<file path="src/rtl/rx_pkt_pkg.sv">
// Shared definitions for the receive-side packet deframer.
// Contents: parser state enum, err_code values, clogb2 helper.
package rx_pkt_pkg;

  typedef enum logic [1:0] {
    S_CMD  = 2'd0,
    S_LEN  = 2'd1,
    S_DATA = 2'd2,
    S_SUM  = 2'd3
  } rx_state_t;

  localparam logic [1:0] ERR_OK      = 2'd0;
  localparam logic [1:0] ERR_SUM     = 2'd1;
  localparam logic [1:0] ERR_LINE    = 2'd2;
  localparam logic [1:0] ERR_TIMEOUT = 2'd3;

  // Ceiling log2; number of address bits needed for 'value' entries.
  function automatic int unsigned clogb2(input int unsigned value);
    int unsigned v;
    int unsigned r;
    r = 0;
    v = (value > 0) ? value - 1 : 0;
    while (v > 0) begin
      r = r + 1;
      v = v >> 1;
    end
    return r;
  endfunction

endpackage

</file>
<file path="src/rtl/rx_idle_timer.sv">
// Idle watchdog for the packet parser.
// Ports: clk, reset (async active-low), run (count enable), clear (sync
// clear, wins over run), expired (registered, high while count == LIMIT).
module rx_idle_timer
  import rx_pkt_pkg::*;
#(
  parameter int unsigned LIMIT = 8679
) (
  input  logic clk,
  input  logic reset,
  input  logic run,
  input  logic clear,
  output logic expired
);

  localparam int unsigned CW = clogb2(LIMIT + 1) + 1;

  logic [CW-1:0] count;

  // Counts idle cycles; expired rises in the cycle the count reaches LIMIT.
  always_ff @(posedge clk or negedge reset) begin
    if (!reset) begin
      count   <= '0;
      expired <= 1'b0;
    end else if (clear || !run) begin
      count   <= '0;
      expired <= 1'b0;
    end else begin
      count   <= count + CW'(1);
      expired <= (count == CW'(LIMIT - 1));
    end
  end

endmodule

</file>
<file path="src/rtl/rx_packet_parser.sv">
// Receive-side deframer for [CMD][LEN][DATA x N][~SUM] packets.
// Build option: define RX_TIMEOUT_EN to abort packets after an idle gap.
// Ports:
//   clk, reset (async active-low)
//   rx_data/rx_valid/rx_err : byte stream from the UART receiver
//   wr_data/wr_addr/wr_clock: payload write port to the buffer
//   cmd_rx/len_rx           : header of the last completed packet
//   pckt_done/err_code      : end-of-packet pulse and status
//   busy                    : a packet is in progress
module rx_packet_parser
  import rx_pkt_pkg::*;
#(
  parameter int unsigned CLOCK        = 50_000_000,
  parameter int unsigned BAUD         = 115_200,
  parameter int unsigned NUMBER       = 256,
  parameter int unsigned TIMEOUT_BITS = 20
) (
  input  logic                        clk,
  input  logic                        reset,
  input  logic [7:0]                  rx_data,
  input  logic                        rx_valid,
  input  logic                        rx_err,
  output logic [7:0]                  wr_data,
  output logic [clogb2(NUMBER)-1:0]   wr_addr,
  output logic                        wr_clock,
  output logic [7:0]                  cmd_rx,
  output logic [7:0]                  len_rx,
  output logic                        pckt_done,
  output logic [1:0]                  err_code,
  output logic                        busy
);

  localparam int unsigned AW = clogb2(NUMBER);
  localparam int unsigned CW = AW + 1;

  rx_state_t     state_q, state_d;
  logic [7:0]    cmd_q, cmd_d, len_q, len_d, sum_q, sum_d;
  logic [CW-1:0] cnt_q, cnt_d, target_q, target_d;
  logic [7:0]    wr_data_d, cmd_rx_d, len_rx_d;
  logic [AW-1:0] wr_addr_d;
  logic          wr_clock_d, pckt_done_d, busy_d;
  logic [1:0]    err_code_d;
  logic          timeout_hit;

`ifdef RX_TIMEOUT_EN
  localparam int unsigned TIMEOUT_LIMIT = TIMEOUT_BITS * (CLOCK / BAUD) - 1;

  logic timer_run, timer_clear;
  assign timer_run   = (state_q != S_CMD);
  assign timer_clear = rx_valid | rx_err | (state_q == S_CMD);

  rx_idle_timer #(
    .LIMIT (TIMEOUT_LIMIT)
  ) u_idle_timer (
    .clk     (clk),
    .reset   (reset),
    .run     (timer_run),
    .clear   (timer_clear),
    .expired (timeout_hit)
  );
`else
  assign timeout_hit = 1'b0;
`endif

  // Next-state and next-output logic; line errors beat bytes, bytes beat timeout.
  always_comb begin
    state_d     = state_q;
    cmd_d       = cmd_q;
    len_d       = len_q;
    sum_d       = sum_q;
    cnt_d       = cnt_q;
    target_d    = target_q;
    wr_data_d   = wr_data;
    wr_addr_d   = wr_addr;
    wr_clock_d  = 1'b0;
    pckt_done_d = 1'b0;
    err_code_d  = err_code;
    cmd_rx_d    = cmd_rx;
    len_rx_d    = len_rx;

    if ((state_q != S_CMD) && rx_err) begin
      pckt_done_d = 1'b1;
      err_code_d  = ERR_LINE;
      cmd_rx_d    = cmd_q;
      len_rx_d    = len_q;
      state_d     = S_CMD;
    end else if (rx_valid && !rx_err) begin
      case (state_q)
        S_CMD: begin
          cmd_d   = rx_data;
          sum_d   = rx_data;
          state_d = S_LEN;
        end
        S_LEN: begin
          len_d    = rx_data;
          sum_d    = sum_q + rx_data;
          target_d = (rx_data == 8'd0) ? CW'(NUMBER) : CW'(rx_data);
          cnt_d    = '0;
          state_d  = S_DATA;
        end
        S_DATA: begin
          wr_data_d  = rx_data;
          wr_addr_d  = AW'(cnt_q);
          wr_clock_d = 1'b1;
          sum_d      = sum_q + rx_data;
          cnt_d      = cnt_q + CW'(1);
          if ((cnt_q + CW'(1)) == target_q) state_d = S_SUM;
        end
        S_SUM: begin
          pckt_done_d = 1'b1;
          err_code_d  = (rx_data == ~sum_q) ? ERR_OK : ERR_SUM;
          cmd_rx_d    = cmd_q;
          len_rx_d    = len_q;
          state_d     = S_CMD;
        end
        default: state_d = S_CMD;
      endcase
    end else if ((state_q != S_CMD) && timeout_hit) begin
      pckt_done_d = 1'b1;
      err_code_d  = ERR_TIMEOUT;
      cmd_rx_d    = cmd_q;
      len_rx_d    = len_q;
      state_d     = S_CMD;
    end

    busy_d = (state_d != S_CMD);
  end

  // State, datapath and registered outputs.
  always_ff @(posedge clk or negedge reset) begin
    if (!reset) begin
      state_q   <= S_CMD;
      cmd_q     <= '0;
      len_q     <= '0;
      sum_q     <= '0;
      cnt_q     <= '0;
      target_q  <= '0;
      wr_data   <= '0;
      wr_addr   <= '0;
      wr_clock  <= 1'b0;
      cmd_rx    <= '0;
      len_rx    <= '0;
      pckt_done <= 1'b0;
      err_code  <= '0;
      busy      <= 1'b0;
    end else begin
      state_q   <= state_d;
      cmd_q     <= cmd_d;
      len_q     <= len_d;
      sum_q     <= sum_d;
      cnt_q     <= cnt_d;
      target_q  <= target_d;
      wr_data   <= wr_data_d;
      wr_addr   <= wr_addr_d;
      wr_clock  <= wr_clock_d;
      cmd_rx    <= cmd_rx_d;
      len_rx    <= len_rx_d;
      pckt_done <= pckt_done_d;
      err_code  <= err_code_d;
      busy      <= busy_d;
    end
  end

endmodule

</file>
<file path="config.mk">
export PLATFORM = sky130hd
export DESIGN_NAME = rx_packet_parser
export DESIGN_NICKNAME = d
export VERILOG_FILES = /design/src/rtl/rx_pkt_pkg.sv /design/src/rtl/rx_idle_timer.sv /design/src/rtl/rx_packet_parser.sv
export SDC_FILE = /design/constraint.sdc
export NUM_CORES = 1
export LEC_CHECK = 0
export BUFFER_PORTS_ARGS = -buffer_cell sky130_fd_sc_hd__buf_2
export CORE_MARGIN = 1
export CORE_UTILIZATION = 54
export CTS_BUF_LIST = sky130_fd_sc_hd__clkbuf_8
export DETAILED_ROUTE_END_ITERATION = 16
export GPL_ROUTABILITY_DRIVEN = 0
export PLACE_DENSITY = 0.78
export SETUP_SLACK_MARGIN = 0.4
export SLEW_MARGIN = 0
export SYNTH_ARGS = -nofsm -noshare
export SYNTH_HDL_FRONTEND = slang
export SYNTH_SLANG_ARGS = --single-unit
</file>
<file path="constraint.sdc">
create_clock -name clk -period 2.02 [get_ports clk]
set_input_delay 0.505 -clock clk [delete_from_list [all_inputs] [get_ports clk]]
set_output_delay 0.505 -clock clk [all_outputs]
set_load 0.01 [all_outputs]
</file>
==> results of run 1 <==
-- report_power, final --
part | switching, mW | leakage [nW] | internal (mW) | total, mW
sequential | 0.409 | 1.02 | 2.26 | 2.67
combinational | 1.44 | 1.29 | 1.49 | 2.93
clock | 0.574 | 0.0888 | 0.507 | 1.08
-- layout make-up --
type / instances / share of cell area (%)
sequential: 81 / 42.4
multi-input combinational: 260 / 39.5
timing repair buffer: 81 / 10.9
clock buffer: 11 / 3.16
tap: 96 / 2.51
inverter: 10 / 0.835
clock inverter: 5 / 0.653
-- kinds of logic (layout without fill, tap and decap cells) --
group	count (synthesis)	after routing
and+or+nand+nor	131	131
DFF	81	81
AOI/OAI and AO/OA	61	61
muxes	36	36
buffers and inverters	23	107
xor gates and xnor gates	18	18
adders and majority gates	14	14
-- critical path: cells and delay by family (launching register included) --
| family | cells | cell delay, ps |
|---|---|---|
| AOI/OAI and AO/OA | 6 | 1010 |
| DFF | 1 | 420 |
| adders and majority gates | 1 | 240 |
-- final timing paths --
| kind | from | to | depth (start not counted) |
|---|---|---|---|
| worst max-delay path | sum_q[3]$_DFFE_PN0P_ | sum_q[7]$_DFFE_PN0P_ | 7 |
| worst min-delay path | rx_err | err_code[0]$_DFFE_PN0P_ | 2 |
| worst max register to register | sum_q[3]$_DFFE_PN0P_ | sum_q[7]$_DFFE_PN0P_ | 7 |
| worst min register to register | wr_addr[6]$_DFFE_PN0P_ | wr_addr[6]$_DFFE_PN0P_ | 2 |
| max in group asynchronous | reset | state_q[0]$_DFF_PN0_ | 3 |
| min in group asynchronous | reset | len_rx[2]$_DFFE_PN0P_ | 2 |
-- repair_timing --
action	CTS	global route
setup buffers	9	5
resized for setup	13	14
hold buffers	1	0
endpoints found under the hold margin	11	0
setup endpoints to repair	37	66
pin swaps	12	10
-- per-layer routing --
layer  vias up  share of wire (%)
met5         -                  0
met4         0                2.6
met3        20                3.6
met2        82                 46
met1      1445                 48
li1       1399                  -
-- stage by stage --
stage          instance area (µm²)  utilization, %
2_1_floorplan                 3990               -
3_3_place_gp                  4410            65.0
3_5_place_dp                  4410            65.0
4_1_cts                       4700            69.2
5_1_grt                       4790            70.6
6_report                      4790            70.6
-- state kept, by name (all words and copies together) (netlist names) --
register,cells
len_q,8
busy,1
sum_q,8
cmd_q,8
pckt_done,1
state_q,2
err_code,2
len_rx,8
target_q,9
wr_data,8
cnt_q,9
wr_addr,8
cmd_rx,8
wr_clock,1
-- cells in the final DEF, fill, tap and decap left out, types with 5 or more instances in the layout --
| cell type | netlist | routed |
|---|---|---|
| nand3_1 | 5 | 5 |
| nand2_1 | 88 | 84 |
| ha_4 | 0 | 6 |
| o21ai_0 | 10 | 8 |
| inv_1 | 9 | 7 |
| xor2_1 | 6 | 6 |
| nor2_1 | 11 | 11 |
| mux2i_1 | 7 | 6 |
| clkbuf_8 | 0 | 11 |
| buf_2 | 2 | 47 |
| xnor2_1 | 12 | 12 |
| mux2_4 | 0 | 9 |
| buf_4 | 1 | 28 |
| a21oi_1 | 10 | 9 |
| mux2_2 | 13 | 13 |
| mux2_1 | 16 | 7 |
| dfrtp_1 | 81 | 78 |
| o21ai_1 | 22 | 23 |
==> run summary, run 1 <==
run status: complete, no violations
multi-input logic area: 1900 µm²
Synth Area in Adders: 4.79%
Pwr Density: 1390 nW/µm²
GRT Util Overall: 24.6%
largest net degree at the start of global routing: 49
Setup TNS: 0 ps
Post-synth top flop: dfrtp_1
startpoint types: flip-flop
ANT cells: 0
met2 GRT Util: 37.7%
first-pass GRT wire length: 13,800 µm
R2R Setup Slk: 210 ps
grt total ovfl: 0
fraction of layout cells with a size suffix above 1: 34.4%
Ys Warns: 0
DRT iter0 DRCs: 136
Hold WC Path Type: in2reg
RSZ-0062 raised after global routing: true
f_max: 0.551 GHz
drt drc: 0
Top Ports: 49
mux cell area share after synthesis: 10.4%
Post-Syn Instances: 364
Post-synth top cells: 88 x nand2_1, 81 x dfrtp_1, 22 x o21ai_1
fin crit period: 1810 ps
Critical-path top delay cell: dfrtp_1
simple-gate share of the synthesized area: 15.4%
Layout Cells excl Fill: 544
H-tree depth: 3
Clk pin slew, worst setup/hold paths: 80 ps
crit end category: flip-flop
# placed instances: 513
critical path type: reg2reg
Port Buffer Count: 48
period utilization: 89.8%
Synth top area share: 53.1%
Cell Chain, Critical Path: ha_4 -> a21o_1 -> a221oi_4 -> o2111a_1 -> a21oi_1 -> o22ai_1 -> a22oi_1
Syn Nets: 390
Leakage: 2.40 nW
Die X: 86.1 µm
DP Worst Slack: -30.7 ps
First-pass DRT Iterations: 4
antenna-violating nets left: 0
CTS tree: built
Max Clock Skew: 7.93 ps
Clock Tree Buf Depth: 2
number of clock sinks: 81
Cell Rows: 30
Pins Over Slew Limit: 0
most numerous cell in the Yosys netlist: nand2_1
Vias/cell: 5.42
Hold Slack: 457 ps
met1 GRT Util: 34.4%
compound-cell area share of the yosys netlist: 9.57%
Max VDD drop: 0.803 mV
gr busiest metal: met2
slew margin rel.: 66.1%
total power draw: 6.68 mW
critical path arrival: 2030 ps
initial antenna violation count: 0
routed length per instance: 15.5 µm
#FFs+latches synth: 81
worst slew pin tran: 508 ps
MaxCap Viol Count: 0
Detailed Route WL: 8450 µm
CTS buffer count: 9
final-stage net count: 469
endpoints failing setup: 0
largest area contributor in the netlist: dfrtp_1
Die Footprint: 7410 µm²
Final Hold Viols: 0
Netlist cell types: 45
ys async rst share: 100%
grt met3 use: 4.91%
Post-synth EDFFs: 0
post-synthesis average cell area: 10.5 µm²
Via Count: 2,946
sequential cell area: 2030 µm²
Starting Density: 56.2%
vias in the first global route: 2,898
Syn-to-layout area delta: 25.6%
core footprint: 6790 µm²
FILL cells: 501
root buffer cell: clkbuf_8
required time worst endpoint: 2240 ps
crit path max fanout: 4
main combinational cell family by area after synthesis: simple AND/OR/NAND/NOR gates
mapped cell area: 3820 µm²
CP max stage delay: 420 ps
XOR/XNOR Fraction of Synth Area: 4.13%
Detail Placement HPWL: 5900 µm
sequential cell area fraction in the yosys report: 53.1%
setup ws final: 206 ps
Die H: 86.1 µm
Clk Latency, worst-skew pair: 350 ps
main area contributors after synthesis: dfrtp_1 53%, nand2_1 8.7%, mux2_1 4.7%, ha_1 4.3%, mux2_2 3.8%
(Power assumes the default switching activity.)
==> run 2: changes to the inputs <==
Settings changed: CORE_ASPECT_RATIO from default to 2.
==> run 2 against run 1 <==
Effect of this change:
- power up 1.7%
- register-to-register slack worse by 70 ps
- combinational power about the same
- hold slack worse by 430 ps
- final cell count down 0.37%
- fmax down 3.9%
- count of clock-buffer cells in the layout down 2
- sequential power about the same
- critical endpoint is now state_q[0]$_DFF_PN0_
- largest power group unchanged
==> run summary, run 2 (synthesized netlist as in run 1, its figures left out) <==
run status: complete, no violations (unchanged)
Clk Latency, worst-skew pair: 350 ps (about the same)
largest registers: cnt_q (9), target_q (9) (unchanged)
First-pass DRT Iterations: 5 (was 4)
crit path max fanout: 3 (was 4)
fraction of layout cells with a size suffix above 1: 34.7% (was 34.4%)
initial antenna violation count: 0 (unchanged)
Detail Placement HPWL: 6520 µm (was 5900 µm)
Vias/cell: 5.57 (was 5.42)
Cell Rows: 43 (was 30)
Syn-to-layout area delta: 26.4% (was 25.6%)
Comb power frac: 42.9% (was 43.9%)
antenna-violating nets left: 0 (unchanged)
endpoints failing setup: 0 (unchanged)
most frequent cells in the layout: 84 x nand2_1, 79 x dfrtp_1, 47 x buf_2, 35 x buf_4, 23 x o21ai_1 (was 84 x nand2_1, 78 x dfrtp_1, 47 x buf_2, 28 x buf_4, 23 x o21ai_1)
Hold WC Path Type: in2async (was in2reg)
Core Util, Final: 70.0% (was 70.6%)
Setup TNS: 0 ps (unchanged)
Detailed Route WL: 9140 µm (was 8450 µm)
Clk pin slew, worst setup/hold paths: 80 ps (about the same)
ANT cells: 0 (unchanged)
H-tree depth: 3 (unchanged)
Die X: 61.4 µm (was 86.1 µm)
crit end category: flip-flop (unchanged)
MaxCap Viol Count: 0 (unchanged)
Max VDD drop: 1.02 mV (was 0.803 mV)
fin crit period: 1890 ps (was 1810 ps)
required time worst endpoint: 2300 ps (was 2240 ps)
Pint: 4.31 mW (was 4.26 mW)
routed length per instance: 16.9 µm (was 15.5 µm)
period utilization: 93.4% (was 89.8%)
first-pass GRT wire length: 14,500 µm (was 13,800 µm)
slew margin rel.: 74.4% (was 66.1%)
Max Clock Skew: 4.02 ps (was 7.93 ps)
Top Ports: 49 (unchanged)
final-stage net count: 473 (was 469)
Die H: 121 µm (was 86.1 µm)
NetSw: 2.49 mW (was 2.42 mW)
vias in the first global route: 3,013 (was 2,898)
Pwr Density: 1410 nW/µm² (was 1390 nW/µm²)
sequential power share: 39.7% (was 39.9%)
Die Footprint: 7430 µm² (was 7410 µm²)
critical path type: reg2reg (unchanged)
Port Buffer Count: 48 (unchanged)
Final Hold Viols: 0 (unchanged)
Leakage: 2.44 nW (was 2.40 nW)
startpoint types: flip-flop (unchanged)
worst slew pin tran: 384 ps (was 508 ps)
drt drc: 0 (unchanged)
f_max: 0.530 GHz (was 0.551 GHz)
core footprint: 6890 µm² (was 6790 µm²)
root buffer cell: clkbuf_8 (unchanged)
critical path arrival: 2170 ps (was 2030 ps)
Pins Over Slew Limit: 0 (unchanged)
RSZ-0062 raised after global routing: true (unchanged)
Sw Ratio: 36.6% (was 36.3%)
number of clock sinks: 81 (unchanged)
CTS buffer count: 9 (unchanged)
CTS tree: built (unchanged)
Via Count: 3,021 (was 2,946)
Clock Power Share: 17.3% (was 16.2%)
largest net degree at the start of global routing: 46 (was 49)
grt total ovfl: 0 (unchanged)
Starting Density: 55.4% (was 56.2%)
Clock Tree Buf Depth: 2 (unchanged)
commonest non-fill, non-tap cell in the layout: nand2_1 (unchanged)
DRT iter0 DRCs: 132 (was 136)
GRT Util Overall: 27.3% (was 24.6%)
==> run 2: cell count changes in the layout (fill, tap and decap cells not counted), moves of 2 or more <==
cell | before | now
buf_6 | 3 | 1
xnor2_2 | 0 | 2
buf_4 | 28 | 35
clkinvlp_4 | 3 | 0
inv_6 | 0 | 2
ha_1 | 4 | 6
ha_2 | 3 | 1
clkbuf_8 | 11 | 9
xnor2_1 | 12 | 10
==> run 2: area by class of cell <==
cell class	instances	area (µm²)
repair buffers	85	549
inverters	10	40.0
clock buffers	9	124
multi-input cells	260	1900
clock inverters	7	70.1
fillers	543	2060
well taps	90	113
flip-flops and latches	81	2030
==> run 2: critical path: stages (launching register included) <==
cell	delay, ps
dfrtp_1	400
buf_6	130
and4_4	180
and2_4	140
or4_4	530
a21oi_2	150
o2111ai_2	170
o21ai_1	120
==> run 2: repair_timing <==
action                     in CTS  in global routing
gates resized for setup        12                  8
hold buffers                    0                  0
setup endpoints to repair      26                 46
setup buffers                   9                  6
pin swaps                      11                  9
==> run 2: power groups by stage <==
| stage | registers [mW] | logic [mW] | clock network (mW) |
|---|---|---|---|
| after global routing | 2.78 | 3.19 | 1.25 |
| after floorplan | 2.76 | 1.82 | 0 |
| after CTS | 2.69 | 2.83 | 1.20 |
| after global placement | 2.69 | 2.59 | 0 |
| final | 2.70 | 2.92 | 1.18 |
| after detailed placement | 2.72 | 2.71 | 0 |
==> run 2: metrics by stage <==
step	cell area [µm²]	setup slack, ps	total power, mW	cells	hold WS, ps
finish	4820	132	6.80	542	28.6
floorplan	3990	227	4.58	364	209
global placement	4450	41.9	5.28	511	412
detailed placement	4450	-0.549	5.43	511	416
global route	4820	78.7	7.21	542	35.7
CTS	4740	173	6.73	536	19.6
==> run 2: final timing paths <==
kind	from	end	slack (ps)	depth (start not counted)
max	cnt_q[2]$_DFFE_PN0P_	state_q[0]$_DFF_PN0_	130	7
min	reset	cnt_q[2]$_DFFE_PN0P_	30	1
max in group asynchronous	reset	state_q[1]$_DFF_PN0_	1460	2
min in group clk	rx_data[6]	len_q[6]$_DFFE_PN0P_	470	3
max reg2reg	cnt_q[2]$_DFFE_PN0P_	state_q[0]$_DFF_PN0_	130	7
min reg2reg	wr_addr[3]$_DFFE_PN0P_	wr_addr[3]$_DFFE_PN0P_	470	2
==> run 2: metal layers <==
| layer | vias up | GRT usage [%] | routed length (µm) |
|---|---|---|---|
| li1 | 1417 | - | - |
| met1 | 1487 | 29.5 | 3320 |
| met2 | 91 | 48.1 | 5150 |
| met3 | 26 | 4.16 | 302 |
| met4 | 0 | 15.4 | 369 |
| met5 | - | 0 | 0 |
==> run 3: changes to the inputs <==
Settings changed: CORE_UTILIZATION 54 to 45, PLACE_DENSITY 0.78 to 0.67, TNS_END_PERCENT from default to 1.
==> run 3 against run 2 <==
Effect of this change:
- combinational power shrank 8.2%
- final cell count shrank 0.55%
- wire length shrank 3.4%
- fmax grew 4.2%
- critical path type unchanged
- critical endpoint unchanged
- largest power group unchanged
==> run summary, run 3 (synthesized netlist as in run 1, its figures left out) <==
Vias/cell: 5.29 (was 5.57)
antenna-violating nets left: 0 (unchanged)
R2R cell count: 6 (was 7)
hold-fix buffers at CTS: 0 (unchanged)
CTS tree: built (unchanged)
slew margin rel.: 67.1% (was 74.4%)
fraction of layout cells with a size suffix above 1: 30.2% (was 34.7%)
core footprint: 8230 µm² (was 6890 µm²)
H-tree depth: 3 (unchanged)
CTS buffer count: 9 (unchanged)
Die X: 67.1 µm (was 61.4 µm)
sequential power share: 41.1% (was 39.7%)
vias in the first global route: 3,015 (was 3,013)
Die Footprint: 8870 µm² (was 7430 µm²)
Comb power frac: 41.5% (was 42.9%)
routed length per instance: 16.4 µm (was 16.9 µm)
Detail Placement HPWL: 6530 µm (was 6520 µm)
crit path max fanout: 4 (was 3)
Clock Tree Buf Depth: 2 (unchanged)
critical path arrival: 2100 ps (was 2170 ps)
final-stage net count: 462 (was 473)
Port Buffer Count: 48 (unchanged)
Pint: 4.08 mW (was 4.31 mW)
total power draw: 6.46 mW (was 6.80 mW)
DRT iter0 DRCs: 151 (was 132)
Clock Power Share: 17.4% (was 17.3%)
Final Hold Viols: 0 (unchanged)
f_max: 0.552 GHz (was 0.530 GHz)
# placed instances: 514 (was 511)
ANT cells: 0 (unchanged)
RSZ-0062 raised after global routing: true (unchanged)
crit end category: flip-flop (unchanged)
Leakage: 2.33 nW (was 2.44 nW)
Pwr Density: 1380 nW/µm² (was 1410 nW/µm²)
Max Clock Skew: 5.05 ps (was 4.02 ps)
Top Ports: 49 (unchanged)
endpoints failing setup: 0 (unchanged)
Cell Rows: 47 (was 43)
Clk Latency, worst-skew pair: 360 ps (was 350 ps)
MaxCap Viol Count: 0 (unchanged)
NetSw: 2.38 mW (was 2.49 mW)
number of clock sinks: 81 (unchanged)
Detailed Route WL: 8830 µm (was 9140 µm)
Pins Over Slew Limit: 0 (unchanged)
most frequent cells in the layout: 88 x nand2_1, 77 x dfrtp_1, 47 x buf_2, 25 x buf_4, 23 x o21ai_1 (was 84 x nand2_1, 79 x dfrtp_1, 47 x buf_2, 35 x buf_4, 23 x o21ai_1)
R2R Setup Slk: 210 ps (was 130 ps)
required time worst endpoint: 2310 ps (was 2300 ps)
Starting Density: 46.4% (was 55.4%)
fin crit period: 1810 ps (was 1890 ps)
initial antenna violation count: 0 (unchanged)
startpoint types: flip-flop (unchanged)
Post-DP Area: 4370 µm² (was 4450 µm²)
Layout Cells excl Fill: 539 (was 542)
FILL cells: 733 (was 543)
largest net degree at the start of global routing: 31 (was 46)
First-pass DRT Iterations: 5 (unchanged)
GRT Util Overall: 22.5% (was 27.3%)
first-pass GRT wire length: 14,800 µm (was 14,500 µm)
R2R Path End: state_q[0]$_DFF_PN0_ (unchanged)
drt drc: 0 (unchanged)
design area: 4690 µm² (was 4820 µm²)
commonest non-fill, non-tap cell in the layout: nand2_1 (unchanged)
critical path type: reg2reg (unchanged)
Clk pin slew, worst setup/hold paths: 80 ps (about the same)
worst slew pin tran: 492 ps (was 384 ps)
root buffer cell: clkbuf_8 (unchanged)
Core Util, Final: 57.0% (was 70.0%)
run status: complete, no violations (unchanged)
Setup TNS: 0 ps (unchanged)
Hold WC Path Type: in2async (unchanged)
Die H: 132 µm (was 121 µm)
Max VDD drop: 0.898 mV (was 1.02 mV)
largest registers: cnt_q (9), target_q (9) (unchanged)
grt total ovfl: 0 (unchanged)
RR Startpoint: cnt_q[0]$_DFFE_PN0P_ (was cnt_q[2]$_DFFE_PN0P_)
Sw Ratio: 36.8% (was 36.6%)
period utilization: 89.7% (was 93.4%)
Syn-to-layout area delta: 22.9% (was 26.4%)
Via Count: 2,851 (was 3,021)
## run 3: worst max-delay path by stage
| stage | from | cells past startpoint | to |
|---|---|---|---|
| 2_1_floorplan | rx_data[3] | 7 | sum_q[7]$_DFFE_PN0P_ |
| 3_3_place_gp | rx_valid | 8 | cnt_q[3]$_DFFE_PN0P_ |
| 3_5_place_dp | rx_data[1] | 9 | sum_q[6]$_DFFE_PN0P_ |
| 4_1_cts | cnt_q[0]$_DFFE_PN0P_ | 7 | state_q[0]$_DFF_PN0_ |
| 5_1_grt | sum_q[3]$_DFFE_PN0P_ | 7 | sum_q[7]$_DFFE_PN0P_ |
| 6_report | cnt_q[0]$_DFFE_PN0P_ | 6 | state_q[0]$_DFF_PN0_ |
## run 3: through the flow
stage | worst slack (ps) | hold WS (ps)
3_5_place_dp | -35.9 | 458
4_1_cts | 201 | 61.1
6_report | 208 | 66.8
5_1_grt | 131 | 79.3
2_1_floorplan | 225 | 209
3_3_place_gp | 23.2 | 452
## run 3: power by group through the flow
stage	logic, mW	registers (mW)	clock network, mW
after global routing	2.98	2.74	1.22
after floorplan	1.65	2.74	0
after global placement	2.51	2.66	0
after CTS	2.64	2.66	1.16
after detailed placement	2.59	2.69	0
final	2.68	2.65	1.12
## run 3: timing repair
action	CTS	global route
endpoints found under the hold margin	0	0
pin swaps	5	6
endpoints found under the setup margin	36	56
gates resized for setup	7	12
setup buffers	9	0
## run 3: per-layer routing
metal  vias up  part of all wire [%]  track usage [%]
met5         -                     0                0
met4         0                   2.6             10.9
met3        14                   2.9             4.93
met2        57                    56             39.5
met1      1389                    38             24.4
li1       1391                     -                -
## run 3: layout make-up
class | instances | area, µm² | area share (%)
clock buffer | 11 | 151 | 3.23
sequential | 81 | 2030 | 43.3
tap | 98 | 123 | 2.61
timing repair buffer | 74 | 463 | 9.87
clock inverter | 5 | 37.5 | 0.800
inverter | 10 | 37.5 | 0.800
multi-input combinational | 260 | 1850 | 39.4
## run 3: worst max-delay path, cell delays in order, from the launching register on
cell       delay, ps
dfrtp_2          440
and4_4           200
and2_4           140
or4_4            530
a21oi_2          160
o2111ai_2        160
o21ai_1          100
